==> config.mk <==
export PLATFORM = sky130hd
export DESIGN_NAME = mem_stage_flat
export DESIGN_NICKNAME = d
export VERILOG_FILES = /design/src/rtl/mem_stage_if.sv /design/src/rtl/mem_stage.sv /design/src/flat_wrapper.sv
export SDC_FILE = /design/constraint.sdc
export NUM_CORES = 1
export LEC_CHECK = 0
export ABC_AREA = 1
export BUFFER_PORTS_ARGS = -buffer_cell sky130_fd_sc_hd__buf_4
export CORE_AREA = 2 2 147 149
export DETAILED_ROUTE_END_ITERATION = 6
export DIE_AREA = 0 0 149 151
export PLACE_DENSITY = 0.66
export SYNTH_ARGS = -nofsm -noshare
export SYNTH_HDL_FRONTEND = slang
export SYNTH_SLANG_ARGS = --single-unit
==> constraint.sdc <==
create_clock -name clk -period 1.7 [get_ports clk]
set_input_delay 0.17 -clock clk [delete_from_list [all_inputs] [get_ports clk]]
set_output_delay 0.17 -clock clk [all_outputs]
set_load 0.01 [all_outputs]
==> src/rtl/mem_stage_if.sv <==
// Data-memory / bridge port of the MEM stage.
// master drives address, data, byte enables and strobe; slave returns read data.
interface mem_stage_if;
  logic [31:0] DM_Addr;
  logic [31:0] DM_WData;
  logic [3:0]  DM_BE;
  logic        DM_WE;
  logic [31:0] DM_RData;

  modport master (
    output DM_Addr, DM_WData, DM_BE, DM_WE,
    input  DM_RData
  );

  modport slave (
    input  DM_Addr, DM_WData, DM_BE, DM_WE,
    output DM_RData
  );
endinterface

==> src/rtl/mem_stage.sv <==
// MEM stage: EX/MEM register, DM write port, address exceptions, load extension.
// Ports: clk/reset/flush/stall, *_EX inputs, *_MEM outputs, dm bus (master).
module mem_stage #(
  parameter logic [31:0] DM_TOP   = 32'h0000_2FFF,
  parameter logic [31:0] TC0_BASE = 32'h0000_7F00,
  parameter logic [31:0] TC1_BASE = 32'h0000_7F10
) (
  input  logic        clk,
  input  logic        reset,
  input  logic        flush,
  input  logic        stall,
  input  logic [31:0] Instr_EX,
  input  logic [31:0] PC_EX,
  input  logic [31:0] ALUout_EX,
  input  logic        Overflow_EX,
  input  logic [4:0]  RegA3_EX,
  input  logic [31:0] ForwardToDM_EX,
  input  logic [4:0]  ExcCode_EX,
  output logic [31:0] Instr_MEM,
  output logic [31:0] PC_MEM,
  output logic [31:0] ALUout_MEM,
  output logic [4:0]  RegA3_MEM,
  output logic [31:0] LoadData_MEM,
  output logic [4:0]  ExcCode_MEM,
  mem_stage_if.master dm
);

  localparam logic [5:0] OP_LW  = 6'h23;
  localparam logic [5:0] OP_LB  = 6'h20;
  localparam logic [5:0] OP_LBU = 6'h24;
  localparam logic [5:0] OP_LH  = 6'h21;
  localparam logic [5:0] OP_LHU = 6'h25;
  localparam logic [5:0] OP_SW  = 6'h2B;
  localparam logic [5:0] OP_SB  = 6'h28;
  localparam logic [5:0] OP_SH  = 6'h29;

  localparam logic [4:0] EXC_ADEL = 5'd4;
  localparam logic [4:0] EXC_ADES = 5'd5;

  logic [31:0] instr_q, instr_d;
  logic [31:0] pc_q, pc_d;
  logic [31:0] alu_q, alu_d;
  logic [4:0]  a3_q, a3_d;
  logic [31:0] data_q, data_d;
  logic [4:0]  exc_q, exc_d;

  logic [5:0] op_ex;
  logic       ex_ld, ex_st;
  logic [4:0] exc_cap;

  assign op_ex = Instr_EX[31:26];
  assign ex_ld = op_ex == OP_LW || op_ex == OP_LB || op_ex == OP_LBU
              || op_ex == OP_LH || op_ex == OP_LHU;
  assign ex_st = op_ex == OP_SW || op_ex == OP_SB || op_ex == OP_SH;

  // Address-overflow on a memory op becomes an address error.
  always_comb begin
    exc_cap = ExcCode_EX;
    if (Overflow_EX && ex_ld) exc_cap = EXC_ADEL;
    else if (Overflow_EX && ex_st) exc_cap = EXC_ADES;
  end

  always_comb begin
    instr_d = instr_q;
    pc_d    = pc_q;
    alu_d   = alu_q;
    a3_d    = a3_q;
    data_d  = data_q;
    exc_d   = exc_q;
    if (flush) begin
      instr_d = '0;
      pc_d    = '0;
      alu_d   = '0;
      a3_d    = '0;
      data_d  = '0;
      exc_d   = '0;
    end else if (!stall) begin
      instr_d = Instr_EX;
      pc_d    = PC_EX;
      alu_d   = ALUout_EX;
      a3_d    = RegA3_EX;
      data_d  = ForwardToDM_EX;
      exc_d   = exc_cap;
    end
  end

  always_ff @(posedge clk) begin
    if (reset) begin
      instr_q <= '0;
      pc_q    <= '0;
      alu_q   <= '0;
      a3_q    <= '0;
      data_q  <= '0;
      exc_q   <= '0;
    end else begin
      instr_q <= instr_d;
      pc_q    <= pc_d;
      alu_q   <= alu_d;
      a3_q    <= a3_d;
      data_q  <= data_d;
      exc_q   <= exc_d;
    end
  end

  assign Instr_MEM  = instr_q;
  assign PC_MEM     = pc_q;
  assign ALUout_MEM = alu_q;
  assign RegA3_MEM  = a3_q;

  logic [5:0]  op;
  logic [31:0] a;
  logic is_lw, is_lb, is_lbu, is_lh, is_lhu;
  logic is_sw, is_sb, is_sh;
  logic is_ld, is_st, is_word, is_half;

  assign op     = instr_q[31:26];
  assign a      = alu_q;
  assign is_lw  = op == OP_LW;
  assign is_lb  = op == OP_LB;
  assign is_lbu = op == OP_LBU;
  assign is_lh  = op == OP_LH;
  assign is_lhu = op == OP_LHU;
  assign is_sw  = op == OP_SW;
  assign is_sb  = op == OP_SB;
  assign is_sh  = op == OP_SH;
  assign is_ld  = is_lw | is_lb | is_lbu | is_lh | is_lhu;
  assign is_st  = is_sw | is_sb | is_sh;
  assign is_word = is_lw | is_sw;
  assign is_half = is_lh | is_lhu | is_sh;

  logic in_dm, in_tc, tc_cnt, misal, addr_err;

  assign in_dm = a <= DM_TOP;
  assign in_tc = (a >= TC0_BASE && a < TC0_BASE + 32'd12)
              || (a >= TC1_BASE && a < TC1_BASE + 32'd12);
  // Offset 8 of each timer is the read-only count register.
  assign tc_cnt = a == TC0_BASE + 32'd8 || a == TC1_BASE + 32'd8;
  assign misal  = (is_word && a[1:0] != 2'b00) || (is_half && a[0]);

  assign addr_err = (is_ld | is_st)
                 && (misal || !(in_dm || in_tc)
                     || (in_tc && !is_word)
                     || (is_st && tc_cnt));

  always_comb begin
    ExcCode_MEM = exc_q;
    if (exc_q == 5'd0 && addr_err)
      ExcCode_MEM = is_ld ? EXC_ADEL : EXC_ADES;
  end

  assign dm.DM_Addr = {a[31:2], 2'b00};
  assign dm.DM_WE   = is_st && ExcCode_MEM == 5'd0;

  always_comb begin
    dm.DM_BE    = 4'b0000;
    dm.DM_WData = data_q;
    unique case (1'b1)
      is_sw: dm.DM_BE = 4'b1111;
      is_sh: begin
        dm.DM_BE    = a[1] ? 4'b1100 : 4'b0011;
        dm.DM_WData = {2{data_q[15:0]}};
      end
      is_sb: begin
        dm.DM_BE    = 4'b0001 << a[1:0];
        dm.DM_WData = {4{data_q[7:0]}};
      end
      default: ;
    endcase
  end

  logic [7:0]  rbyte;
  logic [15:0] rhalf;

  always_comb begin
    unique case (a[1:0])
      2'd0: rbyte = dm.DM_RData[7:0];
      2'd1: rbyte = dm.DM_RData[15:8];
      2'd2: rbyte = dm.DM_RData[23:16];
      default: rbyte = dm.DM_RData[31:24];
    endcase
  end

  assign rhalf = a[1] ? dm.DM_RData[31:16] : dm.DM_RData[15:0];

  always_comb begin
    LoadData_MEM = 32'd0;
    unique case (1'b1)
      is_lw:  LoadData_MEM = dm.DM_RData;
      is_lb:  LoadData_MEM = {{24{rbyte[7]}}, rbyte};
      is_lbu: LoadData_MEM = {24'd0, rbyte};
      is_lh:  LoadData_MEM = {{16{rhalf[15]}}, rhalf};
      is_lhu: LoadData_MEM = {16'd0, rhalf};
      default: ;
    endcase
  end

endmodule

==> src/flat_wrapper.sv <==
// flat-port wrapper written by rule: the top's interface ports become plain ports
module mem_stage_flat 
#(
  parameter logic [31:0] DM_TOP   = 32'h0000_2FFF,
  parameter logic [31:0] TC0_BASE = 32'h0000_7F00,
  parameter logic [31:0] TC1_BASE = 32'h0000_7F10
)
  (clk, reset, flush, stall, Instr_EX, PC_EX, ALUout_EX, Overflow_EX, RegA3_EX, ForwardToDM_EX, ExcCode_EX, Instr_MEM, PC_MEM, ALUout_MEM, RegA3_MEM, LoadData_MEM, ExcCode_MEM, dm_DM_Addr, dm_DM_WData, dm_DM_BE, dm_DM_WE, dm_DM_RData);
  mem_stage_if dm_i ();
  input  logic clk;
  input  logic reset;
  input  logic flush;
  input  logic stall;
  input  logic [31:0] Instr_EX;
  input  logic [31:0] PC_EX;
  input  logic [31:0] ALUout_EX;
  input  logic Overflow_EX;
  input  logic [4:0] RegA3_EX;
  input  logic [31:0] ForwardToDM_EX;
  input  logic [4:0] ExcCode_EX;
  output logic [31:0] Instr_MEM;
  output logic [31:0] PC_MEM;
  output logic [31:0] ALUout_MEM;
  output logic [4:0] RegA3_MEM;
  output logic [31:0] LoadData_MEM;
  output logic [4:0] ExcCode_MEM;
  output wire logic [$bits(dm_i.DM_Addr)-1:0] dm_DM_Addr;
  output wire logic [$bits(dm_i.DM_WData)-1:0] dm_DM_WData;
  output wire logic [$bits(dm_i.DM_BE)-1:0] dm_DM_BE;
  output wire logic [$bits(dm_i.DM_WE)-1:0] dm_DM_WE;
  input wire logic [$bits(dm_i.DM_RData)-1:0] dm_DM_RData;
  assign dm_DM_Addr = dm_i.DM_Addr;
  assign dm_DM_WData = dm_i.DM_WData;
  assign dm_DM_BE = dm_i.DM_BE;
  assign dm_DM_WE = dm_i.DM_WE;
  assign dm_i.DM_RData = dm_DM_RData;
  mem_stage #(.DM_TOP(DM_TOP), .TC0_BASE(TC0_BASE), .TC1_BASE(TC1_BASE)) u_core (.clk(clk), .reset(reset), .flush(flush), .stall(stall), .Instr_EX(Instr_EX), .PC_EX(PC_EX), .ALUout_EX(ALUout_EX), .Overflow_EX(Overflow_EX), .RegA3_EX(RegA3_EX), .ForwardToDM_EX(ForwardToDM_EX), .ExcCode_EX(ExcCode_EX), .Instr_MEM(Instr_MEM), .PC_MEM(PC_MEM), .ALUout_MEM(ALUout_MEM), .RegA3_MEM(RegA3_MEM), .LoadData_MEM(LoadData_MEM), .ExcCode_MEM(ExcCode_MEM), .dm(dm_i));
endmodule
Word-level counts from Yosys, hierarchy flattened
Cells that the tools add are included.
- bitwise logic cells: 10
- shift operators: 1
- muxes and demuxes: 10
- equal/unequal tests: 20
- magnitude comparators: 5
- reduce and logical (&&, ||, !) cells: 31
- operators with widths (kind ; number):
    $pmux W32 S5 ; 1
    $eq A6 B6 Y1 const B ; 16
    $eq A32 B15 Y1 const B ; 2
    $ge A32 B15 Y1 const B ; 2
    $lt A32 B15 Y1 const B ; 2
    $pmux W32 S2 ; 1
    $le A32 B14 Y1 const B ; 1
    $pmux W8 S3 ; 1
    $mux W16 ; 1
    $mux W5 ; 3
    $logic_or A1 B1 Y1 ; 13
    $pmux W4 S3 ; 1
    $logic_and A1 B1 Y1 ; 11
    $logic_not A5 Y1 ; 2
    $or A1 B1 Y1 ; 10
    $mux W4 ; 1
    $shl A1 B2 Y4 const A ; 1
    $eq A2 B1 Y1 const B ; 1
    $eq A2 B2 Y1 const B ; 1
    $logic_not A1 Y1 ; 2
    $logic_not A2 Y1 ; 1
    $reduce_bool A2 Y1 ; 1
    $reduce_or A2 Y1 ; 1
    $mux W1 ; 1
- logic and storage cells: 83
- input bits: 175
- bits in registers: 138
- output and inout port bits: 207

Longest topological paths before layout
Gate-level depths: netlist of the first run.
- depth after elaboration: 13
- gate-level depth with buffers: 10
- mapped depth without buffers: 10

Worst setup path before layout of the first run
No wires, ideal clock.
- path type: register to output
- from: register u_core.alu_q[1] (netlist: u_core.ALUout_MEM[1])
- to: output port LoadData_MEM[0]
- slack: 0.204 ns
- cell stages (with the launch flop): 8
- data required time: 1.530 ns
- data arrival time: 1.326 ns
- cells stage by stage: dfxtp_1 buf_4 buf_4 buf_2 nand2_1 o21ai_0 a21oi_1 o221ai_1
- longest elaborated chain between the ends: 3
- RTL lines (element ; RTL line ; RTL):
    start, declared ; mem_stage.sv:42 ; logic [31:0] alu_q, alu_d;
    start signal, assigned ; mem_stage.sv:98 ; alu_q <= alu_d;
    $eq A2 B2 Y1, or another cell as far along ; mem_stage.sv:175 ; unique case (a[1:0])
    $pmux W8 S3 ; mem_stage.sv:175 ;
    $pmux W32 S5 * ; mem_stage.sv:187 ; unique case (1'b1)
    end, declared ; flat_wrapper.sv:25 ; output logic [31:0] LoadData_MEM;
Every way passes the cells marked *; elsewhere a longest branch is shown, timed or not.

Worst setup path after layout of the first run
- from: register u_core.instr_q[28] (netlist: u_core.Instr_MEM[28])
- to: output port dm_DM_WData[13]
- longest elaborated chain between the ends: 2
- RTL lines (element ; RTL line ; RTL):
    start, declared ; mem_stage.sv:40 ; logic [31:0] instr_q, instr_d;
    start signal, assigned ; mem_stage.sv:96 ; instr_q <= instr_d;
    $eq A6 B6 Y1, on equally long branches ; mem_stage.sv:124, mem_stage.sv:125 ;
    $pmux W32 S2 * ; mem_stage.sv:157 ; unique case (1'b1)
    end, declared ; flat_wrapper.sv:28 ; output wire logic [$bits(dm_i.DM_WData)-1:0] dm_DM_WData;
Marked as above.

==> results of run 1 <==
[routing by layer]
layer  track usage  share of wire  vias up
met4        0.0967          0.028        0
li1              -              -     3886
met1         0.261           0.38     3740
met5             0              0        -
met3        0.0765          0.083       54
met2         0.414           0.51      380
[final timing paths]
check | to | slack [ns] | depth (start not counted)
setup / recovery | dm_DM_WData[13] | -0.43 | 11
hold / removal | u_core.PC_MEM[0]$_SDFFE_PP0N_ | 0.02 | 3
setup reg to reg | u_core.ALUout_MEM[1]$_SDFFE_PP0N_ | 0.72 | 3
hold reg to reg | u_core.RegA3_MEM[1]$_SDFFE_PP0N_ | 0.46 | 2
[layout make-up]
class / count / area, um2
Inverter: 52 / 229
Antenna cell: 1 / 2.50
Timing Repair Buffer: 511 / 4300
Tap cell: 275 / 344
Multi-Input combinational cell: 648 / 3610
Fill cell: 1897 / 8970
Sequential cell: 138 / 2790
Clock buffer: 19 / 453
Clock inverter: 13 / 118
[worst register-to-register path, delay by kind of cell, from the launching register on]
family          cells  cell delay, ns
flops               1            0.42
buf+inv             2            0.24
compound gates      1            0.23
[state kept, by name (all words and copies together) (netlist names)]
signal and cells:
u_core.PC_MEM 32, u_core.ALUout_MEM 32, u_core.exc_q 5, u_core.data_q 32, u_core.Instr_MEM 32, u_core.RegA3_MEM 5
[power breakdown]
part	switching [mW]	leakage (nW)	internal (mW)
Combinational	0.712	4.19	0.753
Clock	1.49	0.268	2.10
Sequential	0.0766	1.13	3.34
[cell usage after synthesis (6+ instances only)]
cell type  instances  area, um2
nand2_1          315       1180
dfxtp_1          138       2760
a21oi_1          125        626
nor2_1            58        218
buf_4             44        330
inv_1             43        161
o21ai_0           37        185
clkbuf_1          26       97.6
buf_2             24        120
a211oi_1          23        173
nand3_1           21        105
inv_2              9       33.8
o22ai_1            9       56.3
nand2_2            8       50.1
o21ai_1            7       35.0
o221ai_1           7       61.3
o211ai_1           6       45.0
[what timing repair did]
action,CTS,global route
pin swaps,38,18
cloned,8,0
resized for setup,196,52
buffers inserted,18,8
endpoints found under the hold margin,18,0
setup endpoints to repair,63,63
hold buffers,18,0
[stage by stage]
stage | util | instance area, um2 | instances
after global routing | 0.569 | 11800 | 1656
after floorplan | - | 6540 | 934
final | 0.569 | 11800 | 1657
after detailed placement | 0.475 | 9890 | 1572
after CTS | 0.557 | 11600 | 1648
after global placement | 0.475 | 9890 | 1572
[logic make-up after synthesis]
logic type | after synthesis | share of synthesized area
AOI/OAI and AO/OA | 222 | 0.195
buffers and inverters | 151 | 0.120
DFF | 138 | 0.423
other | 1 | 0.000574
and+or+nand+nor | 421 | 0.261
==> flow_summary.rst, run 1 <==
.. list-table::
   :header-rows: 1

   * - Metric
     - Value
   * - Outcome
     - complete, but fails checks
   * - Violations in the final reports
     - setup timing
   * - TritonCTS sink count
     - 138
   * - Deepest level of the CTS H-tree
     - 4
   * - Horizontal die dimension
     - 149 um
   * - Worst setup EP type
     - output pin
   * - Flip-flop cell with the highest count after synthesis
     - dfxtp_1
   * - Power per cell area
     - 715 mW/mm2
   * - Cell at the slowest stage of the critical path
     - dfxtp_4
   * - Crit path required time
     - 1.53 ns
   * - Number of slew-limit violations in the final report
     - 0
   * - Via-per-instance ratio
     - 4.86
   * - Setup clock skew after layout
     - 0 ns
   * - Die outline height
     - 151 um
   * - Final HPWL DP
     - 19300 um
   * - Clock transition time at the flip-flop clock pins of the worst setup and hold paths
     - 0.07 ns
   * - Kind of critical path
     - reg2out
   * - Synth async-reset ratio
     - 0
   * - Iteration count of the initial detailed-routing pass
     - 5
   * - Part of the Yosys area used for sequential elements
     - 0.423
   * - Fmax achieved
     - 469 MHz
   * - Yosys warning total
     - 0
   * - Post-route ant nets
     - 0
   * - Clock latency on the worst-skew pair
     - 0.40 ns
   * - Die Area
     - 0.0225 mm2
   * - Global-route wire length before repair
     - 41700 um
   * - TritonCTS Buffers
     - 17
   * - Leading cell type in the layout, fill and taps excluded
     - buf_4
   * - Setup TNS Final
     - -20.92 ns
   * - Worst EP arrival
     - 1.96 ns
   * - Synthesized netlist cell count
     - 933
   * - Critical path's top delay family
     - buffers and inverters
   * - Total congestion overflow
     - 0
   * - Worst setup path startpoint
     - u_core.Instr_MEM[28]$_SDFFE_PP0N_
   * - DRC violation count after routing
     - 0
   * - Sum of buffers and inverters on the critical path
     - 6
   * - Area Overhead vs Synth
     - 81.2%
   * - Unrepaired setup endpoints after global routing
     - yes
   * - Via count
     - 8060
   * - Post-route setup slack
     - -0.431 ns
   * - Starting Density
     - 0.314
   * - Input/output buffers
     - 379
   * - # IOs
     - 382
   * - Post-Route WL
     - 27900 um
   * - Post-layout nets
     - 1543
   * - Initial antenna violation count
     - 1
   * - Worst slack, placed
     - -0.0553 ns
   * - Setup violation total in the final timing report
     - 63
   * - Cell row count
     - 53
   * - Fin Hold WS
     - 0.0167 ns
   * - Leakage
     - 5.59 nW
   * - Fraction of the cycle the final worst path needs
     - 1.25
   * - Max capacitance violation total
     - 0
   * - Sum of internal, switching and leakage power
     - 8.47 mW
   * - Shortest period the worst path allows
     - 2.13 ns
   * - Vias in the first global route
     - 7864
   * - TritonCTS clock tree
     - built
   * - Cell breakdown of the critical path
     - inv_4 > nand2_2 > nor2_4 > inv_2 > buf_12 > nor2_4 > clkinv_4 > o22ai_4 > inv_2 > o21ai_2 > buf_6
   * - Area of the core region
     - 0.0208 mm2
   * - Largest stage delay, worst path
     - 0.36 ns
   * - Layout cells sized above 1
     - 0.496
   * - Path class of the lowest-slack min-delay path
     - in2reg
   * - Launch point of the worst hold path
     - PC_EX[0]
   * - Synth unique cells
     - 33
   * - Pin count of the biggest net entering global routing
     - 62
   * - Number of enable flip-flop cells after synthesis
     - 0
   * - Violation count after the first detailed-route iteration
     - 469
   * - Synthesis-stage register bit count
     - 138
   * - Max rail drop VDD
     - 0.000620 V
   * - Area of the mapped netlist
     - 0.00654 mm2
   * - Routability Congestion
     - 0.928
   * - Wire per inst
     - 16.8 um
   * - Syn avg cell area
     - 7.01 um2
   * - Number of buffers on the longest clock path
     - 2
   * - Final-report hold violation count
     - 0
   * - Worst setup SP type
     - flip-flop
   * - CTS root buffer
     - clkbuf_16
   * - Commonest cells after routing, fill and taps aside
     - buf_4 (428), nand2_1 (280), dfxtp_1 (127), a21oi_1 (121), nor2_1 (50)
   * - Maximum fanout encountered on the critical timing path
     - 8
   * - Reg-to-reg critical path startpoint
     - u_core.ALUout_MEM[1]$_SDFFE_PP0N_
   * - Overall fraction of global-route tracks in use
     - 0.235
Note: power is estimated with default switching activity, not from simulation.
==> run 2, diff against run 1 <==
Settings changed: PLACE_DENSITY 0.66 to 0.68.
Clock period 1.7 ns to 1.8 ns, I/O delays scaled along.
==> run 2 against run 1 <==
The flow still finishes with violations (setup timing). Global-route usage increased by 0.11 points. Sequential share of layout area decreased by 0.29 points. Total power fell by 1.5%. Design area increased by 1.0%. Register-to-register slack better by 0.06 ns. Via count up 0.79%. Combinational power decreased by 5%. Clock skew did not move. Sequential power is 6% lower. Die area stayed put. Count of clock-buffer cells in the layout fell by 1. Critical path type unchanged.
==> flow_summary.rst, run 2 (synthesized netlist as in run 1, its figures left out) <==
.. list-table::
   :header-rows: 1

   * - Metric
     - Value
   * - Die Area
     - 0.0225 mm2 (unchanged)
   * - TritonCTS Buffers
     - 17 (unchanged)
   * - Via-per-instance ratio
     - 4.90 (was 4.86)
   * - Setup TNS Final
     - -18.72 ns (was -20.92 ns)
   * - Post-route setup slack
     - -0.401 ns (was -0.431 ns)
   * - Power per cell area
     - 697 mW/mm2 (was 715 mW/mm2)
   * - Layout cells sized above 1
     - 0.489 (was 0.496)
   * - Pin count of the biggest net entering global routing
     - 139 (was 62)
   * - Internal power
     - 6.13 mW (was 6.19 mW)
   * - Horizontal die dimension
     - 149 um (unchanged)
   * - DRC violation count after routing
     - 0 (unchanged)
   * - Wire per inst
     - 16.9 um (was 16.8 um)
   * - Initial antenna violation count
     - 0 (was 1)
   * - Via count
     - 8124 (was 8060)
   * - Clock transition time at the flip-flop clock pins of the worst setup and hold paths
     - 0.06 ns (was 0.07 ns)
   * - Number of buffers on the longest clock path
     - 2 (unchanged)
   * - Routability Congestion
     - 0.973 (was 0.928)
   * - Final cell utilization of the core
     - 0.575 (was 0.569)
   * - Post-Route WL
     - 28100 um (was 27900 um)
   * - Switching power share of the total
     - 0.266 (was 0.269)
   * - Max rail drop VDD
     - 0.000572 V (was 0.000620 V)
   * - Worst setup SP type
     - flip-flop (unchanged)
   * - Input/output buffers
     - 379 (unchanged)
   * - Unrepaired setup endpoints after global routing
     - yes (unchanged)
   * - Post-route ant nets
     - 0 (unchanged)
   * - Deepest level of the CTS H-tree
     - 4 (unchanged)
   * - Fin Hold WS
     - 0.0204 ns (was 0.0167 ns)
   * - Max capacitance violation total
     - 0 (unchanged)
   * - Cell Count Post-Placement
     - 1559 (was 1572)
   * - Worst slack, placed
     - -0.0720 ns (was -0.0553 ns)
   * - Worst setup EP type
     - output pin (unchanged)
   * - Worst EP arrival
     - 2.02 ns (was 1.96 ns)
   * - Outcome
     - complete, but fails checks (unchanged)
   * - Kind of critical path
     - reg2out (unchanged)
   * - TritonCTS sink count
     - 138 (unchanged)
   * - Post-layout nets
     - 1545 (was 1543)
   * - Part of the power in registers
     - 0.386 (was 0.404)
   * - Starting Density
     - 0.314 (unchanged)
   * - Number of diodes
     - 0 (was 1)
   * - Commonest cells after routing, fill and taps aside
     - buf_4 (415), nand2_1 (278), dfxtp_1 (126), a21oi_1 (121), nor2_1 (51) (was buf_4 (428), nand2_1 (280), dfxtp_1 (127), a21oi_1 (121), nor2_1 (50))
   * - Clock latency on the worst-skew pair
     - 0.41 ns (was 0.40 ns)
   * - Violations in the final reports
     - setup timing (unchanged)
   * - Path class of the lowest-slack min-delay path
     - in2reg (unchanged)
   * - Shortest period the worst path allows
     - 2.20 ns
   * - Switching power
     - 2.21 mW (was 2.28 mW)
   * - # IOs
     - 382 (unchanged)
   * - Die outline height
     - 151 um (unchanged)
   * - Area of the core region
     - 0.0208 mm2 (unchanged)
   * - Fraction of the cycle the final worst path needs
     - 1.22
   * - Worst relative slew slack
     - 0.560
   * - Number of standard cells in the layout, taps in and fillers out
     - 1658 (was 1657)
   * - Final HPWL DP
     - 18600 um (was 19300 um)
   * - TritonCTS clock tree
     - built (unchanged)
   * - Vias in the first global route
     - 7763 (was 7864)
   * - Leading cell type in the layout, fill and taps excluded
     - buf_4 (unchanged)
   * - Number of slew-limit violations in the final report
     - 0 (unchanged)
   * - Clock power frac
     - 0.447 (was 0.424)
   * - Overall fraction of global-route tracks in use
     - 0.236 (was 0.235)
   * - Worst setup slack for register-to-register paths
     - 0.78 ns (was 0.72 ns)
   * - Crit path required time
     - 1.62 ns (was 1.53 ns)
   * - Combinational share of power
     - 0.167 (was 0.173)
   * - Iteration count of the initial detailed-routing pass
     - 4 (was 5)
   * - Fmax achieved
     - 454 MHz
   * - Maximum fanout encountered on the critical timing path
     - 8 (unchanged)
   * - Leakage
     - 5.66 nW (was 5.59 nW)
   * - Area Overhead vs Synth
     - 83.1% (was 81.2%)
   * - Total congestion overflow
     - 0 (unchanged)
   * - Setup clock skew after layout
     - 0 ns (unchanged)
   * - CTS root buffer
     - clkbuf_16 (unchanged)
   * - Global-route wire length before repair
     - 41700 um (about the same)
   * - Setup violation total in the final timing report
     - 63 (unchanged)
   * - Cell row count
     - 53 (unchanged)
   * - Slew at the pin closest to its max-slew limit
     - 0.660 ns
   * - Violation count after the first detailed-route iteration
     - 347 (was 469)
   * - Final-report hold violation count
     - 0 (unchanged)
==> run 2: changes by cell type in the layout (fill, tap and decap cells not counted), moves of 3 or more <==
cell	before	now
buf_4	428	415
dlygate4sd3_1	18	29
dfxtp_2	6	10
clkinvlp_4	5	2
dfxtp_4	5	2
inv_1	29	32
o21ai_0	20	17
==> run 2: what timing repair did <==
item | in CTS | in global routing
cloned | 10 | 0
pin swaps | 42 | 32
endpoints found under the hold margin | 29 | 0
hold buffers | 29 | 0
resized for setup | 195 | 61
setup buffers | 22 | 10
endpoints found under the setup margin | 63 | 63
==> run 2: worst max-delay path: stages, from the launching register on <==
cell and delay, ns:
dfxtp_2 0.33, inv_2 0.07, nand2_2 0.06, nor2_4 0.13, buf_6 0.12, inv_6 0.04
buf_12 0.11, nor2_4 0.14, clkinv_4 0.13, o22ai_2 0.18, inv_2 0.07, o21ai_1 0.07
buf_4 0.14
==> run 2: metal layers <==
metal	track usage	part of all wire	wire [um]
met1	0.265	0.38	10800
met2	0.428	0.51	14300
met3	0.0605	0.078	2200
met4	0.0910	0.029	817
met5	0	0	0
==> run 2: worst paths after layout <==
kind | to | start | cells past startpoint
max | dm_DM_WData[8] | u_core.Instr_MEM[28]$_SDFFE_PP0N_ | 12
min | u_core.Instr_MEM[9]$_SDFFE_PP0N_ | Instr_EX[9] | 3
max reg2reg | u_core.ALUout_MEM[1]$_SDFFE_PP0N_ | u_core.ALUout_MEM[1]$_SDFFE_PP0N_ | 4
min reg2reg | u_core.PC_MEM[21]$_SDFFE_PP0N_ | u_core.PC_MEM[21]$_SDFFE_PP0N_ | 2
==> run 2: cell type report <==
class | count | area [um2]
Inverter | 52 | 231
Clock inverter | 14 | 185
Multi-Input combinational cell | 648 | 3620
Timing Repair Buffer | 510 | 4330
Timing Repair inverter | 3 | 36.3
Tap cell | 275 | 344
Fill cell | 1825 | 8850
Sequential cell | 138 | 2780
Clock buffer | 18 | 439
==> run 2: power by group through the flow <==
stage                     sequential [mW]  clock, mW  combinational (mW)
after floorplan                      3.32          0               0.475
after global placement               3.28          0                1.19
after detailed placement             3.28          0                1.20
after CTS                            3.22       3.80                1.35
after global routing                 3.23       3.90                1.50
final                                3.22       3.73                1.39
==> run 2: stage by stage <==
stage / cell area, um2 / power, mW
after detailed placement: 9770 / 4.48
after floorplan: 6540 / 3.79
after CTS: 11700 / 8.37
after global placement: 9770 / 4.47
final: 12000 / 8.34
after global routing: 12000 / 8.64
==> run 3, diff against run 2 <==
Settings changed: ABC_AREA 1 to default, CORE_AREA 2 2 147 149 to 2 2 150 152, DIE_AREA 0 0 149 151 to 0 0 152 154, PLACE_DENSITY 0.68 to 0.65.
==> run 3 against run 2 <==
Setup slack got worse by 0.23 ns. Routed wire length decreased by 11%. Largest power group unchanged. Critical endpoint is now LoadData_MEM[30]. Non-clock buffer count increased by 62. The run still ends with setup timing left. Sequential share of layout area decreased by 0.27 points. Utilization decreased by 1.9 points. Clock skew unchanged. Clock power decreased by 4%. Critical path depth decreased by 5. Synthesized area decreased by 2.1%. Die area increased by 4.0%. First-iteration DRC count decreased by 5.2%. Hold slack got worse by 0.0022 ns.
==> flow_summary.rst, run 3 <==
.. list-table::
   :header-rows: 1

   * - Metric
     - Value
   * - Maximum fanout encountered on the critical timing path
     - 16 (was 8)
   * - Critical path depth
     - 7 (was 12)
   * - Worst reg2reg path depth
     - 4 (unchanged)
   * - Die outline height
     - 154 um (was 151 um)
   * - Synthesized netlist cell count
     - 664 (was 933)
   * - Via-per-instance ratio
     - 4.71 (was 4.90)
   * - Pin count of the biggest net entering global routing
     - 57 (was 139)
   * - Outcome
     - complete, but fails checks (unchanged)
   * - Flip-flop cell with the highest count after synthesis
     - dfxtp_1 (unchanged)
   * - Synthesis-stage register bit count
     - 138 (unchanged)
   * - Post-Route WL
     - 25100 um (was 28100 um)
   * - Kind of critical path
     - reg2out (unchanged)
   * - Critical path's top delay family
     - compound AO/OA/AOI/OAI gates (was buffers and inverters)
   * - Worst relative slew slack
     - 0.537 (was 0.560)
   * - Worst EP arrival
     - 2.25 ns (was 2.02 ns)
   * - Die Area
     - 0.0234 mm2 (was 0.0225 mm2)
   * - Commonest cells after routing, fill and taps aside
     - buf_4 (391), nor2_1 (142), mux2i_1 (142), dfxtp_1 (132), dlygate4sd3_1 (126) (was buf_4 (415), nand2_1 (278), dfxtp_1 (126), a21oi_1 (121), nor2_1 (51))
   * - Number of buffers on the longest clock path
     - 2 (unchanged)
   * - Iteration count of the initial detailed-routing pass
     - 4 (unchanged)
   * - R2R Path End
     - u_core.Instr_MEM[26]$_SDFFE_PP0N_ (was u_core.ALUout_MEM[1]$_SDFFE_PP0N_)
   * - Parity-gate share of the synthesized area counting xor and xnor cells
     - 0 (unchanged)
   * - Cell breakdown of the critical path
     - nand2b_4 > or4_4 > a211o_4 > a211oi_4 > buf_12 > a21o_1 > buf_4 (was inv_2 > nand2_2 > nor2_4 > buf_6 > inv_6 > buf_12 > nor2_4 > clkinv_4 > o22ai_2 > inv_2 > o21ai_1 > buf_4)
   * - Cell row count
     - 54 (was 53)
   * - Violations in the final reports
     - setup timing (unchanged)
   * - Area of the mapped netlist
     - 0.00640 mm2 (was 0.00654 mm2)
   * - Part of the Yosys area used for sequential elements
     - 0.432 (was 0.423)
   * - Cell at the slowest stage of the critical path
     - or4_4 (was dfxtp_2)
   * - Largest stage delay, worst path
     - 0.44 ns (was 0.33 ns)
   * - Area Overhead vs Synth
     - 88.5% (was 83.1%)
   * - Yosys top cell area share
     - 0.432 (was 0.423)
   * - Post-synthesis cell type with the largest combined area
     - dfxtp_1 (unchanged)
   * - Worst setup EP type
     - output pin (unchanged)
   * - Post-route ant nets
     - 0 (unchanged)
   * - Shortest period the worst path allows
     - 2.43 ns (was 2.20 ns)
   * - Setup clock skew after layout
     - 0 ns (unchanged)
   * - DRC violation count after routing
     - 0 (unchanged)
   * - Slew at the pin closest to its max-slew limit
     - 0.694 ns (was 0.660 ns)
   * - Multiplexer fraction of the synthesized cell area
     - 0.275 (was 0)
   * - Deepest level of the CTS H-tree
     - 4 (unchanged)
   * - Horizontal die dimension
     - 152 um (was 149 um)
   * - Routability Congestion
     - 0.826 (was 0.973)
   * - Fraction of the cycle the final worst path needs
     - 1.35 (was 1.22)
   * - Unrepaired setup endpoints after global routing
     - yes (unchanged)
   * - Worst setup slack for register-to-register paths
     - 0.81 ns (was 0.78 ns)
   * - Violation count after the first detailed-route iteration
     - 329 (was 347)
   * - Worst slack, placed
     - -0.236 ns (was -0.0720 ns)
   * - Leakage
     - 5.95 nW (was 5.66 nW)
   * - Yosys warning total
     - 0 (unchanged)
   * - Ranking of synthesized cells by area
     - dfxtp_1 (43%), mux2i_1 (22%), nor2_1 (8.6%) (was dfxtp_1 (42%), nand2_1 (18%), a21oi_1 (9.6%))
   * - Input/output buffers
     - 379 (unchanged)
   * - Layout cells sized above 1
     - 0.468 (was 0.489)
   * - # IOs
     - 382 (unchanged)
   * - Post-layout nets
     - 1343 (was 1545)
   * - TritonCTS clock tree
     - built (unchanged)
   * - Wire per inst
     - 17.2 um (was 16.9 um)
   * - Fill cells
     - 1872 (was 1825)
   * - Total congestion overflow
     - 0 (unchanged)
   * - Leading cell type in the layout, fill and taps excluded
     - buf_4 (unchanged)
   * - Fmax achieved
     - 412 MHz (was 454 MHz)
   * - Synth async-reset ratio
     - 0 (unchanged)
   * - Main combinational cell family by area after synthesis
     - multiplexers (was simple AND/OR/NAND/NOR gates)
   * - Max rail drop VDD
     - 0.000579 V (was 0.000572 V)
   * - Overall fraction of global-route tracks in use
     - 0.203 (was 0.236)
   * - Synthesized-area fraction occupied by ao, oa, aoi and oai cells
     - 0.0813 (was 0.195)
   * - Simple logic cell fraction of the synthesized area
     - 0.132 (was 0.261)
   * - TritonCTS sink count
     - 138 (unchanged)
   * - Worst setup SP type
     - flip-flop (unchanged)
   * - Via count
     - 6882 (was 8124)
   * - Synth top cells by count
     - nor2_1 (146), mux2i_1 (142), dfxtp_1 (138), buf_4 (40), clkbuf_1 (31) (was nand2_1 (315), dfxtp_1 (138), a21oi_1 (125), nor2_1 (58), buf_4 (44))
   * - Clock transition time at the flip-flop clock pins of the worst setup and hold paths
     - 0.06 ns (about the same)
   * - Number of enable flip-flop cells after synthesis
     - 0 (unchanged)
   * - CTS root buffer
     - clkbuf_16 (unchanged)
   * - Fin Hold WS
     - 0.0182 ns (was 0.0204 ns)
   * - Worst setup path startpoint
     - u_core.Instr_MEM[30]$_SDFFE_PP0N_ (was u_core.Instr_MEM[28]$_SDFFE_PP0N_)
   * - Synth unique cells
     - 43 (was 33)
   * - Setup violation total in the final timing report
     - 63 (unchanged)
   * - Reg-to-reg critical path startpoint
     - u_core.Instr_MEM[26]$_SDFFE_PP0N_ (was u_core.ALUout_MEM[1]$_SDFFE_PP0N_)
   * - Post-route setup slack
     - -0.627 ns (was -0.401 ns)
   * - Sum of buffers and inverters on the critical path
     - 2 (was 7)
   * - Vias in the first global route
     - 7141 (was 7763)
   * - Number of slew-limit violations in the final report
     - 0 (unchanged)
   * - Initial antenna violation count
     - 1 (was 0)
   * - Path class of the lowest-slack min-delay path
     - in2reg (unchanged)
   * - Synth Area in Adders
     - 0 (unchanged)
   * - Starting Density
     - 0.295 (was 0.314)
   * - Area of the core region
     - 0.0217 mm2 (was 0.0208 mm2)
   * - Most frequent cell after synthesis
     - nor2_1 (was nand2_1)
   * - Syn avg cell area
     - 9.64 um2 (was 7.01 um2)
   * - Final-report hold violation count
     - 0 (unchanged)
   * - Max capacitance violation total
     - 0 (unchanged)
   * - Crit path required time
     - 1.62 ns (about the same)
   * - Power per cell area
     - 687 mW/mm2 (was 697 mW/mm2)
   * - Final HPWL DP
     - 17000 um (was 18600 um)
   * - Capturing instance or port of the critical path
     - LoadData_MEM[30] (was dm_DM_WData[8])
   * - Global-route wire length before repair
     - 38200 um (was 41700 um)
   * - TritonCTS Buffers
     - 17 (unchanged)
   * - Clock latency on the worst-skew pair
     - 0.42 ns (was 0.41 ns)
## run 3: cell count changes after synthesis, moves of 24 or more
cell     before  now
nand2_1     315   17
mux2i_1       0  142
a21oi_1     125    7
nor2_1       58  146
inv_1        43    5
o21ai_0      37   13
## run 3: final cells by class
cell class	count	area (um2)	share of cell area
repair buffers	572	4890	0.406
multi-input cells	434	3440	0.285
flip-flops and latches	138	2770	0.230
clock buffers	17	425	0.0353
well taps	280	350	0.0290
clock inverters	14	163	0.0135
inverters	5	18.8	0.00156
diodes	1	2.50	0.000207
## run 3: layer usage
metal | part of all wire | vias up | global-route usage
met5 | 0 | - | 0
met2 | 0.52 | 275 | 0.360
li1 | - | 3270 | -
met1 | 0.39 | 3276 | 0.232
met3 | 0.056 | 61 | 0.0462
met4 | 0.035 | 0 | 0.0975
## run 3: stage by stage
step	utilization	std cells	TNS [ns]	instance area [um2]	power (mW)
after global routing	0.556	1461	-35.75	12100	8.58
after CTS	0.541	1455	-29.66	11700	8.31
after global placement	0.443	1293	-4.53	9610	4.46
after detailed placement	0.443	1293	-5.50	9610	4.47
final	0.556	1461	-29.06	12100	8.28
after floorplan	-	665	-8.92	6440	3.83
## run 3: worst min-delay path by stage
stage | cells past startpoint | endpoint | slack [ns] | startpoint
2_1_floorplan | 2 | u_core.Instr_MEM[26]$_SDFFE_PP0N_ | 0.32 | Instr_EX[26]
3_3_place_gp | 3 | u_core.Instr_MEM[9]$_SDFFE_PP0N_ | 0.41 | Instr_EX[9]
3_5_place_dp | 3 | u_core.Instr_MEM[19]$_SDFFE_PP0N_ | 0.42 | Instr_EX[19]
4_1_cts | 3 | u_core.PC_MEM[6]$_SDFFE_PP0N_ | 0.001 | PC_EX[6]
5_1_grt | 3 | u_core.Instr_MEM[28]$_SDFFE_PP0N_ | 0.02 | Instr_EX[28]
6_report | 3 | u_core.PC_MEM[6]$_SDFFE_PP0N_ | 0.02 | PC_EX[6]
## run 3: worst register-to-register path, cell delays in order (launching register included)
cell     delay (ns)
dfxtp_2        0.33
buf_6          0.11
buf_6          0.16
mux2i_1        0.19
nor2_1         0.06
## run 3: where the power goes
group / total [mW] / switching (mW) / internal, mW
logic: 1.48 / 0.593 / 0.885
clock network: 3.57 / 1.50 / 2.07
registers: 3.24 / 0.0804 / 3.16
total: 8.28 / 2.17 / 6.11
## run 3: what timing repair did
item | 4_1_cts | 5_1_grt
setup buffers | 4 | 4
resized for setup | 70 | 70
hold buffers | 126 | 0
pin swaps | 9 | 11
endpoints found under the hold margin | 126 | 0
setup endpoints to repair | 63 | 63
cloned | 1 | 3
## run 3: logic make-up (layout without fill, tap and decap cells)
kind of cell    after synthesis  in the layout
compound gates               68             68
buf+inv                      93            608
flops                       138            138
mux                         165            165
other cells                   1              3
simple gates                199            199
